### src/rtl/trig_input_cond.sv
// trig_input_cond: synchronises coax trigger inputs, detects rising edges and forms an M-of-N coincidence trigger.
// Ports: clk/nrst (sync, active-low); coax_in raw async inputs; chan_mask enables channels;
//   coinc_window window length in ticks; multiplicity required distinct channels (0 means 1);
//   busy downstream dead/firing; trig_req one-cycle request; hit_pattern last accepted channels;
//   trig_count accepted triggers; veto_count coincidences met while busy (both saturating).
module trig_input_cond #(
  parameter int NCH = 16,
  parameter int SYNC_STAGES = 2
) (
  input  logic             clk,
  input  logic             nrst,
  input  logic [NCH-1:0]   coax_in,
  input  logic [NCH-1:0]   chan_mask,
  input  logic [7:0]       coinc_window,
  input  logic [4:0]       multiplicity,
  input  logic             busy,
  output logic             trig_req,
  output logic [NCH-1:0]   hit_pattern,
  output logic [31:0]      trig_count,
  output logic [31:0]      veto_count
);
  localparam int PW = ($clog2(NCH + 1) > 5) ? $clog2(NCH + 1) : 5;
  localparam int AW = $clog2(SYNC_STAGES + 2);
  typedef enum logic [1:0] {IDLE, OPEN, HOLDOFF} state_t;
  state_t state, state_n;
  logic [SYNC_STAGES-1:0][NCH-1:0] sync_ff;
  logic [NCH-1:0] sync, sync_d, edges, comb_v, acc, acc_n;
  logic [7:0] wcnt, wcnt_n;
  logic [AW-1:0] arm_cnt;
  logic armed, sat, fire, veto;
  logic [PW-1:0] pc, m_eff;
  assign sync = sync_ff[SYNC_STAGES-1];
  // Edges stay blocked until the chain and sync_d have refilled after reset, so an
  // input already high when nrst rises never looks like a fresh rising edge.
  assign armed = arm_cnt == AW'(SYNC_STAGES + 1);
  assign edges = armed ? (sync & ~sync_d & chan_mask) : '0;
  assign comb_v = (state == OPEN) ? (acc | edges) : edges;
  assign m_eff = (multiplicity == 5'd0) ? PW'(1) : PW'(multiplicity);
  assign sat = pc >= m_eff;
  always_comb begin
    pc = '0;
    for (int i = 0; i < NCH; i++) pc = pc + PW'(comb_v[i]);
  end
  always_comb begin
    state_n = state;
    acc_n = acc;
    wcnt_n = wcnt;
    fire = 1'b0;
    veto = 1'b0;
    case (state)
      IDLE: if (|edges) begin
        acc_n = edges;
        wcnt_n = coinc_window;
        fire = sat && !busy;
        veto = sat && busy;
        state_n = sat ? HOLDOFF : (coinc_window != 8'd0) ? OPEN : IDLE;
      end
      OPEN: begin
        acc_n = comb_v;
        fire = sat && !busy;
        veto = sat && busy;
        wcnt_n = wcnt - 8'd1;
        state_n = sat ? HOLDOFF : (wcnt <= 8'd1) ? IDLE : OPEN;
        if (!sat && wcnt <= 8'd1) acc_n = '0;
      end
      HOLDOFF: state_n = ((sync & chan_mask) == '0) ? IDLE : HOLDOFF;
      default: state_n = IDLE;
    endcase
  end
  always_ff @(posedge clk) begin
    if (!nrst) begin
      sync_ff <= '0;
      sync_d <= '0;
      arm_cnt <= '0;
      state <= IDLE;
      acc <= '0;
      wcnt <= '0;
      trig_req <= 1'b0;
      hit_pattern <= '0;
      trig_count <= '0;
      veto_count <= '0;
    end else begin
      sync_ff <= {sync_ff[SYNC_STAGES-2:0], coax_in};
      sync_d <= sync;
      arm_cnt <= armed ? arm_cnt : arm_cnt + AW'(1);
      state <= state_n;
      acc <= acc_n;
      wcnt <= wcnt_n;
      trig_req <= fire;
      if (fire) hit_pattern <= comb_v;
      if (fire && trig_count != '1) trig_count <= trig_count + 32'd1;
      if (veto && veto_count != '1) veto_count <= veto_count + 32'd1;
    end
  end
endmodule

### config.mk
export PLATFORM = sky130hd
export DESIGN_NAME = trig_input_cond
export DESIGN_NICKNAME = d
export VERILOG_FILES = /design/src/rtl/trig_input_cond.sv
export SDC_FILE = /design/constraint.sdc
export NUM_CORES = 1
export LEC_CHECK = 0
export ABC_AREA = 1
export BUFFER_PORTS_ARGS = -buffer_cell sky130_fd_sc_hd__buf_4
export CAP_MARGIN = 25
export CELL_PAD_IN_SITES_DETAIL_PLACEMENT = 0
export CELL_PAD_IN_SITES_GLOBAL_PLACEMENT = 1
export CORE_UTILIZATION = 30
export CTS_CLUSTER_DIAMETER = 50
export DETAILED_ROUTE_END_ITERATION = 12
export GPL_TIMING_DRIVEN = 0
export PLACE_DENSITY_LB_ADDON = 0.08
export SETUP_SLACK_MARGIN = 0.15
export SYNTH_ARGS = -nofsm -noshare
export SYNTH_HDL_FRONTEND = slang
export SYNTH_SLANG_ARGS = --single-unit
export TNS_END_PERCENT = 1
### constraint.sdc
create_clock -name clk -period 8 [get_ports clk]
set_input_delay 1.2 -clock clk [delete_from_list [all_inputs] [get_ports clk]]
set_output_delay 1.2 -clock clk [all_outputs]
set_load 0.1 [all_outputs]
==> results of run 1 <==
metal layers:
metal | global-route usage, % | vias up | wire length, µm
met2 | 33.2 | 134 | 12900
met4 | 5.24 | 0 | 397
met3 | 2.55 | 24 | 892
li1 | - | 4488 | -
met1 | 25.2 | 3876 | 13000
met5 | 0 | - | 0
worst max path at each step:
stage,endpoint,cells after the start,startpoint
floorplan,veto_count[0],22,chan_mask[1]
global placement,veto_count[19],23,chan_mask[7]
detailed placement,veto_count[1],23,chan_mask[9]
CTS,veto_count[18],23,chan_mask[9]
global route,veto_count[18],23,state[0]
finish,veto_count[18],23,chan_mask[9]
kinds of logic after synthesis:
logic type                 Yosys count
muxes                                2
and+or+nand+nor                    799
DFF                                157
adders and majority gates           25
xor gates and xnor gates            32
buffers and inverters              203
AOI/OAI and AO/OA                  117
state kept, by name, indices dropped and copies added, names as in the netlist:
name,count
wcnt,8
sync_d,16
arm_cnt,2
sync_ff,16
state,2
hit_pattern,16
sync,16
acc,16
trig_count,32
veto_count,32
trig_req,1
where the power goes:
group	internal [mW]	switching, mW
Clock	0.432	0.424
Combinational	0.135	0.228
Sequential	0.828	0.0271
synthesized netlist by cell type (14+ instances only):
cell type  instances  share of area [%]
nand3_1           51                3.0
inv_1            145                6.3
nand2_1          418                 18
ha_1              15                2.2
nand4_1           70                5.1
xor2_1            24                2.4
o21ai_0           26                1.5
dfxtp_1          157                 36
a21oi_1           81                4.7
buf_2             14               0.81
nor2_1           235                 10
clkbuf_1          26                1.1
stage by stage:
stage | hold WS [ns] | power, mW | cell area (µm²) | std cells | utilization (%)
after floorplan | 0.386 | 1.13 | 8620 | 1335 | -
after global placement | 0.398 | 1.24 | 10000 | 1840 | 35.9
after detailed placement | 0.400 | 1.24 | 10000 | 1840 | 35.9
after CTS | 0.416 | 2.10 | 10700 | 1872 | 38.1
after global routing | 0.432 | 2.19 | 10700 | 1872 | 38.1
final | 0.411 | 2.07 | 10700 | 1872 | 38.1
worst max-delay path, delay by kind of cell:
family | cells | cell delay [ns]
adder cells (fa/ha/maj) | 7 | 2.90
AO/OA/AOI/OAI | 3 | 0.60
AND/OR/NAND/NOR | 10 | 1.34
buffers and inverters | 3 | 0.61
layout make-up:
class                      count  area [µm²]
clock buffer                  17         425
fill                        3110       17300
buffer                        55         314
tap                          378         473
clock inverter                15         211
timing repair buffer         127         953
multi-input combinational    975        4600
inverter                     148         556
sequential                   157        3140
==> results.yml, run 1 <==
synthesis:
  synthMuxAreaShare_pct: 0.232
  ys_types: 33
  synth-seq-area-share_pct: 36.5
  synth-xor-area-share_pct: 3.25
  synth_top_family_by_area: "simple AND/OR/NAND/NOR gates"
  synth_flop_cell: "dfxtp_1"
  netlist_instances: 1335
  synth_warnings: 0
  synth_area_um2: 8620
  synth.avg_cell_area_um2: 6.45
  synthAdderAreaFrac_pct: 4.50
  async_reset_ff_share_pct: 0
  ys_seq_elements: 157
  synth_edf_count: 0
  synthSimpleGateAreaFrac_pct: 38.5
  syn-num-nets: 1408
  synth_compound_area_share_pct: 6.96
clock_tree:
  cts_resized: 0
  clock_sinks: 157
  postCtsHoldBufs: 0
  cts_tree: "built"
  clk_path_buf_depth: 2
  cts.htree.levels: 4
  post_cts_buffers: 0
  worstSkewPairLatency_ns: 0.44
  clkTransAtPathRegs_ns: 0.08
  cts_inserted_buffers: 17
  cts-root-buf: "clkbuf_16"
floorplanning:
  coreArea_um2: 28000
  start_util_pct: 30.8
  dieWidth_um: 171
  row_count: 61
  die_h_um: 171
  fp.dieArea_um2: 29400
  ioPinCount: 129
critical_path:
  crit_slowest_cell: "fa_1"
  rr_endpoint: "veto_count[18]"
  cp-start-kind: "input port"
  slowest_delay_ns: 0.52
  rr_worst_depth: 24
  worst-path-max-fanout: 10
  cp.required_ns: 8.35
  worstPathCellList: "buf_4 > nand2_1 > nor2_1 > a21oi_1 > fa_1 > fa_1 > fa_1 > fa_1 > inv_1 > ha_1 > fa_1 > nand2_1 > a21boi_0 > ha_1 > nand2_1 > nor2_1 > nand2_1 > nand3_1 > nand2_1 > nor2_2 > clkbuf_1 > nand4_1 > a21oi_1"
  crit_type: "in2reg"
  arrival_ns: 6.68
  timing.rr.start: "arm_cnt[0]"
  critPathCaptureType: "flop"
  r2r_setup_slack_ns: 1.74
timing:
  finalWorstSetupSlack_ns: 1.67
  fin_tns_setup_ns: 0
  setup-violations-final: 0
  final_hold_viol_count: 0
  skew_ns: 0.0196
  drv_slew: 0
  finalCritPeriodShare_pct: 79.2
  period_needed_ns: 6.33
  fmax_mhz: 158
  worst_slew_pin_slew_ns: 0.612
  rsz0062_at_grt: "false"
  slew_headroom_pct: 59.2
placed_design:
  io_buffers: 127
  pre_cts_ws_ns: 1.18
  gp_congestion: 0.868
  dp_hpwl_mm: 21.3
pwr:
  powerDensity_nw_per_um2: 194
  ir_drop_mv: 0.126
  leakage_nw: 4.62
job:
  maxCapViolCount: 0
global_route:
  grt_pass1_wl_mm: 43.7
  antenna_found_initial: 0
  grt_max_degree: 21
  grtUsageTotal_pct: 19.3
  grt_pass1_vias: 8253
  grt.overflow.total: 0
min_path:
  min_from: "sync_ff[5]"
  min_to: "sync[5]"
  whs_path_depth: 2
  hp-class: "reg2reg"
layout:
  diodes: 0
  final_nets: 1554
  drive_gt1_share_pct: 13.9
  final_cell_mix: "nand2_1 (418), nor2_1 (235), dfxtp_1 (157)"
  area_growth_pct: 23.9
  final_common_cell: "nand2_1"
route:
  drt.antenna.violating_nets: 0
  routed_wl_mm: 27.1
  drc: 0
  via_per_inst: 4.55
  vias: 8522
  dr.first_iter.drc_count: 486
  firstDrtPassIters: 5
  routedWlPerCell_um: 14.5
outcome:
  status: "completed"
(Power assumes the default switching activity.)
==> run 2: changes to the inputs <==
Clock period 8 ns to 5.4 ns, I/O delays scaled along.
==> results.yml, run 2 (synthesis results as in run 1) <==
timing:
  rsz0062_at_grt: "true"
  final_hold_viol_count: 0
  finalWorstSetupSlack_ns: 0.0872
  fmax_mhz: 188
  worst_slew_pin_slew_ns: 0.599
  slew_headroom_pct: 60.0
  skew_ns: 0.0157
  setup-violations-final: 0
  period_needed_ns: 5.31
  drv_slew: 0
  hold_slack_ns: 0.412
  finalCritPeriodShare_pct: 98.4
floorplanning:
  start_util_pct: 30.8
  coreArea_um2: 28000
  dieWidth_um: 171
  ioPinCount: 129
  fp.dieArea_um2: 29400
  die_h_um: 171
  row_count: 61
route:
  drc: 0
  drt.antenna.violating_nets: 0
  firstDrtPassIters: 5
  routed_wl_mm: 28.1
  via_per_inst: 4.62
  dr.first_iter.drc_count: 402
  routedWlPerCell_um: 14.9
  vias: 8739
critical_path:
  cp.depth: 29
  timing.rr.start: "arm_cnt[1]"
  cp-startpoint: "arm_cnt[1]"
  worst-path-max-fanout: 9
  cp-start-kind: "flop"
  arrival_ns: 5.64
  crit_type: "reg2reg"
  path_buf_inv: 7
  rr_worst_depth: 29
  rr_endpoint: "hit_pattern[13]"
  crit_end: "hit_pattern[13]"
  path_delay_family: "adder cells"
  cp.required_ns: 5.72
  crit_slowest_cell: "fa_1"
  slowest_delay_ns: 0.51
  r2r_setup_slack_ns: 0.09
  critPathCaptureType: "flop"
  crit_top_cell: "fa_1"
placed_design:
  pre_cts_ws_ns: -0.702
  io_buffers: 127
  dp_hpwl_mm: 21.5
  gp_congestion: 0.887
  post_dp_cell_area_um2: 10100
layout:
  num-fill-cells: 3114
  design_area_um2: 11200
  diodes: 0
  drive_gt1_share_pct: 18.0
  final_util_pct: 40.1
  top_regs: "trig_count: 32 flops, veto_count: 32 flops"
  final_common_cell: "nand2_1"
  final_nets: 1575
  area_growth_pct: 30.4
  final_cell_mix: "nand2_1 (409), nor2_1 (226), dfxtp_1 (154)"
clock_tree:
  clock_sinks: 157
  cts_inserted_buffers: 17
  cts-root-buf: "clkbuf_16"
  postCtsHoldBufs: 0
  worstSkewPairLatency_ns: 0.45
  clkTransAtPathRegs_ns: 0.09
  cts.htree.levels: 4
  cts_tree: "built"
  clk_path_buf_depth: 2
pwr:
  finalPower_mw: 3.17
  ir_drop_mv: 0.173
  powerDensity_nw_per_um2: 282
  leakage_nw: 4.83
global_route:
  grt_pass1_vias: 8550
  grtUsageTotal_pct: 20.1
  grt_pass1_wl_mm: 45.4
  grt.overflow.total: 0
  grt_max_degree: 21
  antenna_found_initial: 0
min_path:
  hp-class: "reg2reg"
  min_from: "sync_ff[5]"
outcome:
  status: "completed"
job:
  maxCapViolCount: 0
[run 2: changes by cell type in the layout (fill, tap and decap cells not counted), moves of 7 or more]
cell     before  now
nor2_1      235  226
buf_2        14    5
a21oi_1      81   72
nand2_1     418  409
buf_6        10   17
nor2_4        0    8
buf_4       131  149
[run 2: area by class of cell]
type                    instances  area, µm²  share of cell area (%)
inverters                     148        561                    4.99
clock buffers                  17        425                    3.79
repair buffers                148       1180                    10.5
clock inverters                15        206                    1.84
flip-flops and latches        157       3150                    28.0
well taps                     378        473                    4.21
multi-input cells             975       4840                    43.0
plain buffers                  55        412                    3.66
[run 2: timing repair]
| item | CTS | global route |
|---|---|---|
| pin swaps | 32 | 32 |
| resized for setup | 52 | 47 |
| endpoints found under the setup margin | 99 | 99 |
| buffers inserted | 13 | 7 |
| cloned | 1 | 0 |
[run 2: where the power goes]
part | switching [mW] | internal, mW
Combinational | 0.367 | 0.238
Clock | 0.647 | 0.642
Sequential | 0.0480 | 1.23
Total | 1.06 | 2.11
[run 2: how the worst min path moves through the flow]
| stage | cells past startpoint | slack, ns | to |
|---|---|---|---|
| CTS | 2 | 0.41 | sync[5] |
| finish | 2 | 0.41 | sync[5] |
| global route | 2 | 0.43 | sync[3] |
| global placement | 2 | 0.39 | sync[5] |
| floorplan | 2 | 0.39 | sync[5] |
| detailed placement | 2 | 0.39 | sync[5] |
[run 2: routing by layer]
metal / up-vias / wire, µm / GRT usage (%)
met5: - / 0 / 0
met4: 0 / 280 / 4.46
met3: 20 / 915 / 2.99
met2: 148 / 13700 / 35.0
met1: 4027 / 13200 / 25.9
li1: 4544 / - / -
[run 2: per-stage QoR]
step                      instances  setup TNS (ns)
after floorplan                1335               0
after global placement         1840          -56.33
after detailed placement       1840          -55.92
after CTS                      1886          -0.301
after global routing           1893           -8.57
final                          1893               0
[run 2: worst register-to-register path: cells and delay by family, from the launching register on]
| kind | cells | cell delay, ns |
|---|---|---|
| buf+inv | 7 | 0.75 |
| compound gates | 2 | 0.22 |
| flops | 1 | 0.34 |
| simple gates | 12 | 0.90 |
| fa+ha+maj | 8 | 2.96 |
